[config.mk]
export PLATFORM = sky130hd
export DESIGN_NAME = fetch_unit_flat
export DESIGN_NICKNAME = d
export VERILOG_FILES = /design/src/rtl/fetch_pkg.sv /design/src/rtl/fetch_if.sv /design/src/rtl/fetch_queue.sv /design/src/rtl/fetch_unit.sv /design/src/flat_wrapper.sv
export SDC_FILE = /design/constraint.sdc
export NUM_CORES = 1
export LEC_CHECK = 0
export ABC_AREA = 1
export BUFFER_PORTS_ARGS = -buffer_cell sky130_fd_sc_hd__buf_2
export CAP_MARGIN = 20
export CELL_PAD_IN_SITES_DETAIL_PLACEMENT = 1
export CELL_PAD_IN_SITES_GLOBAL_PLACEMENT = 1
export CORE_MARGIN = 3
export CORE_UTILIZATION = 37
export DETAILED_ROUTE_END_ITERATION = 8
export GPL_TIMING_DRIVEN = 0
export PLACE_DENSITY_LB_ADDON = 0.15
export SLEW_MARGIN = 20
export SYNTH_ARGS = -nofsm -noshare
export SYNTH_HDL_FRONTEND = slang
export SYNTH_SLANG_ARGS = --single-unit
[constraint.sdc]
create_clock -name clk -period 2.8 [get_ports clk]
set_clock_uncertainty 0.1 [all_clocks]
set_input_delay 0.42 -clock clk [delete_from_list [all_inputs] [get_ports clk]]
set_output_delay 0.42 -clock clk [all_outputs]
set_load 0.02 [all_outputs]
[src/rtl/fetch_pkg.sv]
// Shared types and constants for the instruction-fetch front end.
package fetch_pkg;

  localparam int unsigned INST_W       = 32;
  localparam int unsigned PC_W_DEF     = 32;
  localparam int unsigned RESET_PC_DEF = 0;

  localparam logic [5:0] OPC_J = 6'b000010;

  typedef enum logic [1:0] {
    BOOT = 2'd0,
    RUN  = 2'd1,
    HALT = 2'd2
  } fetch_state_t;

  function automatic logic is_j(input logic [INST_W-1:0] inst);
    return inst[31:26] == OPC_J;
  endfunction

endpackage

[src/rtl/fetch_if.sv]
// Valid/ready delivery channel from fetch to decode carrying {inst, pc}.
interface fetch_if #(
  parameter int unsigned PC_W = 32
);
  logic            out_valid;
  logic            out_ready;
  logic [31:0]     out_inst;
  logic [PC_W-1:0] out_pc;

  modport master (output out_valid, output out_inst, output out_pc, input out_ready);
  modport slave  (input out_valid, input out_inst, input out_pc, output out_ready);
endinterface

[src/rtl/fetch_queue.sv]
// Two-entry FIFO with push/pop/flush; sized for a consumer of a 1-cycle-latency source.
module fetch_queue #(
  parameter int unsigned W = 8
) (
  input  logic         clk,
  input  logic         rst_n,
  input  logic         push,
  input  logic [W-1:0] push_data,
  input  logic         pop,
  input  logic         flush,
  output logic [W-1:0] head_data,
  output logic [1:0]   count
);

  logic [W-1:0] mem_q [2];
  logic [W-1:0] mem_d [2];
  logic         rd_ptr_q, rd_ptr_d;
  logic         wr_ptr_q, wr_ptr_d;
  logic [1:0]   count_q, count_d;
  logic         pop_ok_c;

  assign pop_ok_c = pop && (count_q != 2'd0);

  // Flush discards contents and wins over any same-cycle push or pop.
  always_comb begin
    mem_d[0] = mem_q[0];
    mem_d[1] = mem_q[1];
    rd_ptr_d = rd_ptr_q;
    wr_ptr_d = wr_ptr_q;
    count_d  = count_q;
    if (flush) begin
      rd_ptr_d = 1'b0;
      wr_ptr_d = 1'b0;
      count_d  = 2'd0;
    end else begin
      if (push) begin
        mem_d[wr_ptr_q] = push_data;
        wr_ptr_d        = ~wr_ptr_q;
      end
      if (pop_ok_c) begin
        rd_ptr_d = ~rd_ptr_q;
      end
      count_d = count_q + 2'(push) - 2'(pop_ok_c);
    end
  end

  always_ff @(posedge clk or negedge rst_n) begin
    if (!rst_n) begin
      mem_q[0] <= '0;
      mem_q[1] <= '0;
      rd_ptr_q <= 1'b0;
      wr_ptr_q <= 1'b0;
      count_q  <= 2'd0;
    end else begin
      mem_q[0] <= mem_d[0];
      mem_q[1] <= mem_d[1];
      rd_ptr_q <= rd_ptr_d;
      wr_ptr_q <= wr_ptr_d;
      count_q  <= count_d;
    end
  end

  assign head_data = mem_q[rd_ptr_q];
  assign count     = count_q;

endmodule

[src/rtl/fetch_unit.sv]
// Instruction-fetch front end: drives imem_pc, absorbs 1-cycle memory latency, handles redirects and J.
// Optional bounds check (HALT + sticky fault) compiled in with FETCH_BOUNDS_CHECK_EN.
module fetch_unit
  import fetch_pkg::*;
#(
  parameter int unsigned     PC_W      = PC_W_DEF,
  parameter logic [PC_W-1:0] RESET_PC  = PC_W'(RESET_PC_DEF),
  parameter int unsigned     MEM_DEPTH = 128
) (
  input  logic            clk,
  input  logic            rst_n,
  output logic [PC_W-1:0] imem_pc,
  input  logic [31:0]     imem_inst,
  input  logic            redirect_valid,
  input  logic [PC_W-1:0] redirect_pc,
  fetch_if.master         dec,
  output logic            fault
);

  localparam int unsigned ENTRY_W = INST_W + PC_W;

  fetch_state_t    state_q, state_d;
  logic [PC_W-1:0] fetch_pc_q, fetch_pc_d;
  logic [PC_W-1:0] inflight_pc_q, inflight_pc_d;
  logic            inflight_q, inflight_d;

  logic [1:0]         q_count;
  logic [ENTRY_W-1:0] q_head;
  logic               out_valid_c;
  logic               deq_c;
  logic               room_c;
  logic               want_c;
  logic               oob_c;
  logic               issue_c;
  logic               push_c;
  logic               j_hit_c;
  logic [2:0]         occ_c;

  assign out_valid_c = (q_count != 2'd0);
  assign deq_c       = out_valid_c && dec.out_ready;
  assign occ_c       = 3'(q_count) + 3'(inflight_q) - 3'(deq_c);
  assign room_c      = occ_c < 3'd2;
  assign want_c      = (state_q == RUN) && room_c && !redirect_valid;

`ifdef FETCH_BOUNDS_CHECK_EN
  logic fault_q, fault_d;
  assign oob_c = fetch_pc_q >= PC_W'(MEM_DEPTH);
`else
  assign oob_c = 1'b0;
`endif

  always_ff @(posedge clk or negedge rst_n) begin
    if (!rst_n) state_q <= BOOT;
    else        state_q <= state_d;
  end

  // A blocked out-of-range issue parks the FSM in HALT until reset.
  always_comb begin
    state_d = state_q;
    case (state_q)
      BOOT:    state_d = RUN;
      RUN:     if (want_c && oob_c) state_d = HALT;
      default: state_d = state_q;
    endcase
  end

  // Redirect beats J predecode, which beats the sequential increment.
  always_comb begin
    issue_c       = want_c && !oob_c;
    push_c        = inflight_q && !redirect_valid;
    j_hit_c       = push_c && is_j(imem_inst);
    fetch_pc_d    = fetch_pc_q;
    inflight_pc_d = fetch_pc_q;
    if (redirect_valid)  fetch_pc_d = redirect_pc;
    else if (j_hit_c)    fetch_pc_d = PC_W'(imem_inst[25:0]);
    else if (issue_c)    fetch_pc_d = fetch_pc_q + PC_W'(1);
    // The sequential fetch issued alongside a captured J is dropped on arrival.
    inflight_d    = issue_c && !j_hit_c;
`ifdef FETCH_BOUNDS_CHECK_EN
    fault_d       = fault_q || (want_c && oob_c);
`endif
  end

  always_ff @(posedge clk or negedge rst_n) begin
    if (!rst_n) begin
      fetch_pc_q    <= RESET_PC;
      inflight_pc_q <= '0;
      inflight_q    <= 1'b0;
    end else begin
      fetch_pc_q    <= fetch_pc_d;
      inflight_pc_q <= inflight_pc_d;
      inflight_q    <= inflight_d;
    end
  end

`ifdef FETCH_BOUNDS_CHECK_EN
  always_ff @(posedge clk or negedge rst_n) begin
    if (!rst_n) fault_q <= 1'b0;
    else        fault_q <= fault_d;
  end
  assign fault = fault_q;
`else
  assign fault = 1'b0;
`endif

  fetch_queue #(.W(ENTRY_W)) u_queue (
    .clk       (clk),
    .rst_n     (rst_n),
    .push      (push_c),
    .push_data ({imem_inst, inflight_pc_q}),
    .pop       (deq_c),
    .flush     (redirect_valid),
    .head_data (q_head),
    .count     (q_count)
  );

  assign imem_pc       = fetch_pc_q;
  assign dec.out_valid = out_valid_c;
  assign dec.out_inst  = q_head[ENTRY_W-1:PC_W];
  assign dec.out_pc    = q_head[PC_W-1:0];

endmodule

[src/flat_wrapper.sv]
// flat-port wrapper written by rule: the top's interface ports become plain ports
module fetch_unit_flat import fetch_pkg::*;
#(
  parameter int unsigned     PC_W      = PC_W_DEF,
  parameter logic [PC_W-1:0] RESET_PC  = PC_W'(RESET_PC_DEF),
  parameter int unsigned     MEM_DEPTH = 128
)
  (clk, rst_n, imem_pc, imem_inst, redirect_valid, redirect_pc, fault, dec_out_valid, dec_out_inst, dec_out_pc, dec_out_ready);
  fetch_if #(.PC_W(PC_W)) dec_i ();
  input  logic clk;
  input  logic rst_n;
  output logic [PC_W-1:0] imem_pc;
  input  logic [31:0] imem_inst;
  input  logic redirect_valid;
  input  logic [PC_W-1:0] redirect_pc;
  output logic fault;
  output wire logic [$bits(dec_i.out_valid)-1:0] dec_out_valid;
  output wire logic [$bits(dec_i.out_inst)-1:0] dec_out_inst;
  output wire logic [$bits(dec_i.out_pc)-1:0] dec_out_pc;
  input wire logic [$bits(dec_i.out_ready)-1:0] dec_out_ready;
  assign dec_out_valid = dec_i.out_valid;
  assign dec_out_inst = dec_i.out_inst;
  assign dec_out_pc = dec_i.out_pc;
  assign dec_i.out_ready = dec_out_ready;
  fetch_unit #(.PC_W(PC_W), .RESET_PC(RESET_PC), .MEM_DEPTH(MEM_DEPTH)) u_core (.clk(clk), .rst_n(rst_n), .imem_pc(imem_pc), .imem_inst(imem_inst), .redirect_valid(redirect_valid), .redirect_pc(redirect_pc), .dec(dec_i), .fault(fault));
endmodule
Word level (Yosys, flattened, before mapping)
Index checks and enable logic that the tools add are counted.
{"block": "classes", "add_sub_neg": 5, "order_cmp": 4, "eq_ne": 1, "muxes": 14, "n_bitwise": 5, "n_reduce_logical": 16}
{"cell": "$mux W64", "count": 4}
{"cell": "$bwmux W128", "count": 1}
{"cell": "$mux W32", "count": 3}
{"cell": "$demux W64 S1", "count": 1}
{"cell": "$add A32 B1 Y32 const B", "count": 1}
{"cell": "$logic_and A1 B1 Y1", "count": 8}
{"cell": "$eq A6 B2 Y1 const B", "count": 1}
{"cell": "$reduce_bool A2 Y1", "count": 3}
{"cell": "$ge A2 B2 Y1 const B", "count": 2}
{"cell": "$mux W1", "count": 4}
{"cell": "$not A1 Y2", "count": 2}
{"cell": "$add A2 B1 Y3", "count": 1}
{"cell": "$lt A3 B2 Y1 const B", "count": 1}
{"cell": "$not A1 Y1", "count": 3}
{"cell": "$reduce_bool A3 Y1", "count": 1}
{"cell": "$sub A3 B1 Y3", "count": 1}
{"cell": "$add A2 B1 Y2", "count": 1}
{"cell": "$logic_not A1 Y1", "count": 2}
{"cell": "$logic_not A2 Y1", "count": 1}
{"cell": "$lt A2 B1 Y1 const B", "count": 1}
{"cell": "$mux W2", "count": 1}
{"cell": "$reduce_and A2 Y1", "count": 1}
{"cell": "$sub A2 B1 Y2", "count": 1}
{"block": "word_totals", "regBits": 198, "inputBits": 68, "elab_cells": 54}

Logic depth before layout (Yosys ltp)
Gate-level depths: netlist of run 1.
{"block": "depth", "ltp_word": 9, "depth_mapped": 17, "ltp_nobuf": 15}

Modules after synthesis
From an unflattened synthesis of run 1, not the netlist that was laid out.
{"block": "hier_totals", "cells_unflattened": 1230, "area_unflattened_um2": 9959.6}
{"module": "fetch_queue", "instances": 1, "cells_per_inst": 713, "area_each_um2": 6309.8, "seq_area_each_um2": 3303.2}
{"module": "fetch_unit", "instances": 1, "cells_per_inst": 517, "area_each_um2": 3649.8, "seq_area_each_um2": 1651.6}

Least setup slack after synthesis of run 1
Ideal clock, no wire load.
{"block": "synth_timing", "path_type": "reg2reg", "startpoint": "register u_core.u_queue.count_q[1], in the netlist u_core.u_queue.count[1]", "endpoint": "register u_core.fetch_pc_q[30], in the netlist u_core.imem_pc[30]", "setup_time_ns": 0.118, "arrival_time_ns": 2.530, "required_time_ns": 2.582, "path_slack_ns": 0.052, "path_stages_with_launch": 17, "synth_period_minus_slack_ns": 2.748, "path_cell_list": "dfrtp_1 or2_2 nand2_1 inv_1 ha_1 inv_1 nand2_1 fa_1 nand2_1 nor2_1 nand2_1 nand3_4 buf_6 buf_6 nand2_1 a21oi_1 nor2_1"}
{"block": "synth_via", "elab_chain_cells": 7, "word_cells_on_any_way": 8, "cone_classes": "2 x add/sub; 1 x order compare; 5 x reduce/logical"}
{"element": "start: declaration", "line_no": "fetch_queue.sv:19", "text": "logic [1:0] count_q, count_d;"}
{"element": "start signal: assignment", "line_no": "fetch_queue.sv:59", "text": "count_q <= count_d;"}
{"element": "$reduce_bool A2 Y1", "line_no": "fetch_unit.sv:39", "text": "assign out_valid_c = (q_count != 2'd0);"}
{"element": "named net dec_out_valid", "line_no": "flat_wrapper.sv:17", "text": "output wire logic [$bits(dec_i.out_valid)-1:0] dec_out_valid;"}
{"element": "$logic_and A1 B1 Y1", "line_no": "fetch_unit.sv:40", "text": "assign deq_c = out_valid_c && dec.out_ready;"}
{"element": "$sub A3 B1 Y3", "line_no": "fetch_unit.sv:41", "text": "assign occ_c = 3'(q_count) + 3'(inflight_q) - 3'(deq_c);"}
{"element": "$lt A3 B2 Y1", "line_no": "fetch_unit.sv:42", "text": "assign room_c = occ_c < 3'd2;"}
{"element": "$logic_and A1 B1 Y1 (2 in series)", "line_no": "fetch_unit.sv:43", "text": "assign want_c = (state_q == RUN) && room_c && !redirect_valid;"}
{"element": "$reduce_bool A3 Y1 (no source line)"}
{"element": "end signal: assignment", "line_no": "fetch_unit.sv:90", "text": "fetch_pc_q <= fetch_pc_d;"}
{"element": "end: declaration", "line_no": "fetch_unit.sv:23", "text": "logic [PC_W-1:0] fetch_pc_q, fetch_pc_d;"}
The timed path passes the listed nets, and every way through them passes these cells.
A chain may end at the register's enable or synchronous reset.

Final worst setup path of run 1
{"block": "layout_timing", "startpoint": "register u_core.u_queue.count_q[0], in the netlist u_core.u_queue.count[0]", "endpoint": "register u_core.fetch_pc_q[8], in the netlist u_core.imem_pc[8]"}
{"block": "layout_via", "elab_chain_cells": 7, "word_cells_on_any_way": 8, "cone_classes": "2 x add/sub; 1 x order compare; 5 x reduce/logical"}
{"element": "parallel branches: the longest is 2 deep, another holds $add A2 B1 Y3"}
{"element": "$sub A3 B1 Y3 (*)", "line_no": "fetch_unit.sv:41"}
{"element": "$lt A3 B2 Y1 (*)", "line_no": "fetch_unit.sv:42"}
{"element": "$logic_and A1 B1 Y1 (*) (2 in series)", "line_no": "fetch_unit.sv:43"}
{"element": "$reduce_bool A3 Y1 (no source line) (*)"}
Mark *: on every way between the ends.

==> results of run 1 <==
-- per-stage QoR --
stage | hold WS [ns] | util [%] | TNS, ns | instances
2_1_floorplan | 0.0244 | - | 0 | 1235
3_3_place_gp | 0.365 | 43.2 | -436.53 | 1723
3_5_place_dp | 0.174 | 43.4 | -4.72 | 1725
4_1_cts | 0.159 | 45.9 | -0.0363 | 1759
5_1_grt | 0.184 | 46.7 | -3.44 | 1768
6_report | 0.169 | 46.7 | 0 | 1768
-- final cells by class --
cell class | count | area, sq um
Sequential cell | 198 | 4960
Clock inverter | 13 | 133
Buffer | 58 | 313
Tap cell | 324 | 405
Clock buffer | 19 | 433
Fill cell | 3130 | 13200
Multi-Input combinational cell | 844 | 3790
Timing Repair Buffer | 178 | 1020
Inverter | 134 | 512
-- layout by cell type, fill, tap and decap left out, types with 14 or more instances in the layout --
| cell type | synthesis | layout |
|---|---|---|
| nand2_1 | 516 | 509 |
| dfrtp_1 | 198 | 197 |
| buf_2 | 15 | 175 |
| o21ai_0 | 163 | 161 |
| inv_1 | 121 | 118 |
| nor2_1 | 52 | 51 |
| nand3_1 | 44 | 44 |
| clkbuf_1 | 32 | 31 |
| clkbuf_16 | 0 | 19 |
| o21ai_1 | 12 | 14 |
-- timing repair --
| action | 4_1_cts | 5_1_grt |
|---|---|---|
| hold endpoints to repair | 21 | 0 |
| setup buffers | 2 | 7 |
| setup endpoints to repair | 72 | 65 |
| hold buffers | 1 | 0 |
| cloned | 0 | 2 |
| pin swaps | 0 | 16 |
| resized for setup | 10 | 27 |
-- Yosys cell counts (all sizes together) --
library cell  instances
nand2               519
dfrtp               198
o21ai               185
inv                 134
nor2                 55
nand3                45
clkbuf               32
buf                  27
a21oi                 5
o21bai                5
xnor2                 5
xor2                  5
ha                    4
o211ai                3
or2                   3
conb                  2
nand3b                2
nor3                  2
and2                  1
fa                    1
nand4                 1
nor3b                 1
-- critical path: cells and delay by family (launching register included) --
family / cells / cell delay, ns
compound gates: 1 / 0.07
fa+ha+maj: 2 / 0.73
buf+inv: 5 / 0.50
flops: 1 / 0.41
simple gates: 7 / 0.82
-- routing by layer --
metal | part of all wire (%) | vias up | global-route usage [%]
li1 | - | 4213 | -
met2 | 47 | 193 | 37.2
met5 | 0 | - | 0
met3 | 4.1 | 34 | 3.52
met4 | 1.5 | 0 | 5.79
met1 | 47 | 4231 | 32.2
-- flip-flops by register name (all words and copies together), names as in the netlist --
name and count:
u_core.imem_pc 32, u_core.inflight_pc_q 32, u_core.inflight_q 1, u_core.state_q 1
u_core.u_queue.count 2, u_core.u_queue.mem_q 128, u_core.u_queue.rd_ptr_q 1, u_core.u_queue.wr_ptr_q 1
-- worst min path at each step --
stage                                   start                         to
finish                        redirect_pc[22]         u_core.imem_pc[22]
detailed placement                      rst_n   u_core.u_queue.mem_q[65]
CTS                           redirect_pc[22]         u_core.imem_pc[22]
floorplan                               rst_n          u_core.imem_pc[0]
global route                    imem_inst[20]  u_core.u_queue.mem_q[116]
global placement    u_core.u_queue.mem_q[127]  u_core.u_queue.mem_q[127]
-- cells by family (layout without fill, tap and decap cells) --
| family | count (synthesis) | after routing | synth area share [%] |
|---|---|---|---|
| and+or+nand+nor | 629 | 629 | 26.4 |
| AOI/OAI and AO/OA | 198 | 198 | 11.1 |
| DFF | 198 | 198 | 52.4 |
| buffers and inverters | 193 | 402 | 8.36 |
| xor gates and xnor gates | 10 | 10 | 0.926 |
| adders and majority gates | 5 | 5 | 0.741 |
| other | 2 | 2 | 0.0794 |
-- power by group --
part           switching [uW]  internal [uW]  total (uW)
Sequential               1070           4130        5200
Combinational            3350           1710        5060
Clock                    1220           1190        2410
==> results_dict.tcl, run 1 <==
set metrics [dict create \
    status "finished clean" \
    numCtsBuffers 17 \
    crit_path_start "u_core.u_queue.count[0]" \
    slowest_delay_ns 0.53 \
    crit_end "u_core.imem_pc[8]" \
    yosys.area.top_type_share_pct 52.4 \
    power_uw 12700 \
    setup-violations-final 0 \
    grt_start_max_net_pins 90 \
    synthTopCellsByArea "dfrtp_1 52%, nand2_1 20%, o21ai_0 8.6%" \
    setup_slack_ns 0.0217 \
    slew_headroom_pct 45.2 \
    cp-end-kind "flip-flop" \
    grt_pass1_vias 8951 \
    fp.dieH_microns 166 \
    p_per_area_mw_per_mm2 1100 \
    ys_seq_area_share_pct 52.4 \
    drc 0 \
    placed_area_sq_mm 0.0107 \
    crit_slowest_cell "fa_1" \
    crit_top_cell "nand2_2" \
    fmax_mhz 360 \
    critPathLaunchType "flip-flop" \
    synth_warnings 0 \
    clock_path_buffers 2 \
    r2r_end "u_core.imem_pc[8]" \
    hold_class "in2reg" \
    wl_microns 31800 \
    nets 1504 \
    via_count 8671 \
    gr-total-overflow 0 \
    hpwl_microns 23500 \
    dieArea_sq_mm 0.0275 \
    h-tree-depth 4 \
    cts.sinks 198 \
    cp_data_required_time_ns 3.01 \
    cts_tree "yes" \
    vdd_drop_max_uv 509 \
    antenna_cells 0 \
    drt_iter0_markers 494 \
    ios 166 \
    worstPathMaxFanout 7 \
    final_cell_area_sq_mm 0.0116 \
    track_usage_pct 22.9 \
    port_buffers 164 \
    drtPass1Iterations 5 \
    syn_area_sq_mm 0.00946 \
    grt_pass1_wl_microns 49900 \
    syn_inst 1235 \
    area_delta_synth_final_pct 22.3 \
    fp.dieW_microns 166 \
    rr_startpoint "u_core.u_queue.count[0]" \
    min_period_ns 2.78 \
    start_util_pct 38.2 \
    whs_path_depth 5 \
    p_leak_uw 0.00625 \
    clock_latency_ns 0.44 \
    viasPerCell 4.90 \
    crit_type "reg2reg" \
    ant_nets 0 \
    synth_top_cell_by_area "dfrtp_1" \
    globalplace.congestion 0.838 \
    hold_viol 0 \
    finalCritPeriodShare_pct 99.2 \
    core-area_sq_mm 0.0247 \
    worstMarginPinSlew_ns 0.822 \
    drive_gt1_share_pct 19.2 \
    dp_slack_ns -0.209 \
    routedWlPerCell_microns 18.0 \
    num_rows 57 \
    syn_nets 1308 \
    cap_violations 0 \
    syn_area_per_cell_sq_um 7.66 \
    r2r_slack_ns 0.02 \
    synth_cell_types 37 \
    cts-root-buf "clkbuf_16" \
    timing.critical_path.cells "or2_4 -> nand2_4 -> inv_4 -> ha_4 -> inv_2 -> nand2_2 -> fa_1 -> nand2_1 -> nor2_2 -> nand2_2 -> nand3_4 -> buf_12 -> buf_8 -> buf_4 -> o21ai_0" \
    synth_seq_cells 198 \
    arrival_ns 2.99 \
    rsz0062_at_grt "yes" \
    grt_antenna_before_repair 0 \
    rr_worst_depth 15 \
    clk_pin_slew_ns 0.08 \
    drv_slew 0 \
]
Note: power is estimated with default switching activity, not from simulation.
==> inputs of run 2 (changes only) <==
--- a/config.mk
+++ b/config.mk
@@ -10,12 +10,14 @@
 export CAP_MARGIN = 20
 export CELL_PAD_IN_SITES_DETAIL_PLACEMENT = 1
 export CELL_PAD_IN_SITES_GLOBAL_PLACEMENT = 1
+export CORE_ASPECT_RATIO = 2
 export CORE_MARGIN = 3
 export CORE_UTILIZATION = 37
 export DETAILED_ROUTE_END_ITERATION = 8
 export GPL_TIMING_DRIVEN = 0
+export MAX_ROUTING_LAYER = met4
 export PLACE_DENSITY_LB_ADDON = 0.15
-export SLEW_MARGIN = 20
+export SLEW_MARGIN = 25
 export SYNTH_ARGS = -nofsm -noshare
 export SYNTH_HDL_FRONTEND = slang
 export SYNTH_SLANG_ARGS = --single-unit
==> results_dict.tcl, run 2 (synthesis gave the netlist of run 1 again) <==
set metrics [dict create \
    nets 1504 \
    layout_commonest_cell "nand2_1" \
    ant_nets 0 \
    crit_path_start "u_core.u_queue.count[0]" \
    arrival_ns 3.04 \
    num_rows 82 \
    fill_cells 3204 \
    drc 0 \
    start_util_pct 37.6 \
    largest_register_ffs 128 \
    top_register "u_core.u_queue.mem_q" \
    vdd_drop_max_uv 368 \
    ios 166 \
    track_usage_pct 24.9 \
    hpwl_microns 24900 \
    crit_end "u_core.imem_pc[12]" \
    gr-total-overflow 0 \
    regArea_sq_mm 0.00496 \
    wl_microns 32900 \
    grt_start_max_net_pins 91 \
    final_util_pct 46.0 \
    r2r_end "u_core.imem_pc[12]" \
    p_leak_uw 0.00625 \
    clk_pin_slew_ns 0.07 \
    clock_latency_ns 0.45 \
    worstPathMaxFanout 7 \
    cp-end-kind "flip-flop" \
    worstMarginPinSlew_ns 0.871 \
    multi_input_area_sq_mm 0.00379 \
    cts_tree "yes" \
    slew_headroom_pct 41.9 \
    rr_startpoint "u_core.u_queue.count[0]" \
    drive_gt1_share_pct 19.6 \
    viasPerCell 4.87 \
    globalplace.congestion 0.856 \
    whs_ns 0.145 \
    r2r_slack_ns 0.05 \
    fp.dieW_microns 119 \
    min_period_ns 2.75 \
    cts.sinks 198 \
    cp_data_required_time_ns 3.09 \
    final_cell_mix "507 x nand2_1, 197 x dfrtp_1, 175 x buf_2" \
    drv_slew 0 \
    hold_class "in2reg" \
    grt_pass1_vias 9095 \
    routedWlPerCell_microns 18.5 \
    grt_pass1_wl_microns 50400 \
    cts-root-buf "clkbuf_16" \
    area_delta_synth_final_pct 22.4 \
    critPathLaunchType "flip-flop" \
    drt_iter0_markers 467 \
    clock_path_buffers 2 \
    p_per_area_mw_per_mm2 1080 \
    drtPass1Iterations 4 \
    setup_slack_ns 0.0487 \
    fp.dieH_microns 232 \
    power_uw 12600 \
    status "finished clean" \
    core-area_sq_mm 0.0251 \
    numCtsBuffers 17 \
    fmax_mhz 363 \
    antenna_cells 0 \
    crit_type "reg2reg" \
    cap_violations 0 \
    port_buffers 164 \
    grt_antenna_before_repair 0 \
    rr_worst_depth 17 \
    dp_slack_ns -0.393 \
    hold_viol 0 \
    dieArea_sq_mm 0.0276 \
    via_count 8672 \
    setup-violations-final 0 \
    h-tree-depth 4 \
    finalCritPeriodShare_pct 98.3 \
    rsz0062_at_grt "yes" \
]
run 2: how the worst min path moves through the flow:
stage / start / end / slack, ns / cells after the start
floorplan: rst_n / u_core.imem_pc[0] / 0.02 / 0
global placement: u_core.imem_pc[31] / u_core.inflight_pc_q[31] / 0.35 / 0
detailed placement: rst_n / u_core.u_queue.mem_q[85] / 0.21 / 1
CTS: redirect_pc[23] / u_core.imem_pc[23] / 0.12 / 5
global route: redirect_pc[21] / u_core.imem_pc[21] / 0.15 / 5
finish: redirect_pc[23] / u_core.imem_pc[23] / 0.14 / 5
run 2: stage by stage:
step                instance area, sq um  instances  setup TNS (ns)
floorplan                           9460       1235               0
global placement                   10700       1735         -435.75
detailed placement                 10800       1737           -8.62
CTS                                11400       1772         -0.0298
global route                       11600       1779           -1.74
finish                             11600       1779               0
run 2: what timing repair did:
item | 4_1_cts | 5_1_grt
endpoints found under the hold margin | 36 | 0
setup endpoints to repair | 80 | 33
pin swaps | 2 | 17
gates cloned | 1 | 2
buffers inserted | 2 | 5
resized for setup | 14 | 32
hold buffers | 1 | 0
run 2: worst max-delay path, stage by stage, from the launching register on:
cell       delay (ns)
dfrtp_1          0.40
or2_4            0.28
nand2_4          0.09
inv_4            0.04
ha_4             0.20
inv_2            0.04
nand2_2          0.04
fa_1             0.55
nand2_1          0.06
nor2_2           0.11
nand2_2          0.09
nand3_4          0.12
buf_12           0.16
clkbuf_16        0.16
o21ai_2          0.05
inv_2            0.08
nand2_2          0.04
nand2_1          0.06
run 2: layer usage:
metal	up-vias	track usage (%)	wire (microns)
met3	61	4.00	1120
met2	189	45.0	18000
met1	4225	26.1	12200
li1	4197	-	-
met5	-	-	0
met4	0	11.6	1560
run 2: report_power, final:
| group | total [uW] | switching [uW] | internal [uW] |
|---|---|---|---|
| clock network | 2300 | 1120 | 1180 |
| registers | 5180 | 1050 | 4130 |
| logic | 5080 | 3350 | 1720 |
| total | 12600 | 5530 | 7030 |
run 2: layout make-up:
class	count	area share [%]
repair buffers	177	9.01
clock inverters	11	0.681
inverters	134	4.39
well taps	336	3.63
multi-input cells	844	32.7
clock buffers	20	3.95
plain buffers	59	2.78
flip-flops and latches	198	42.8
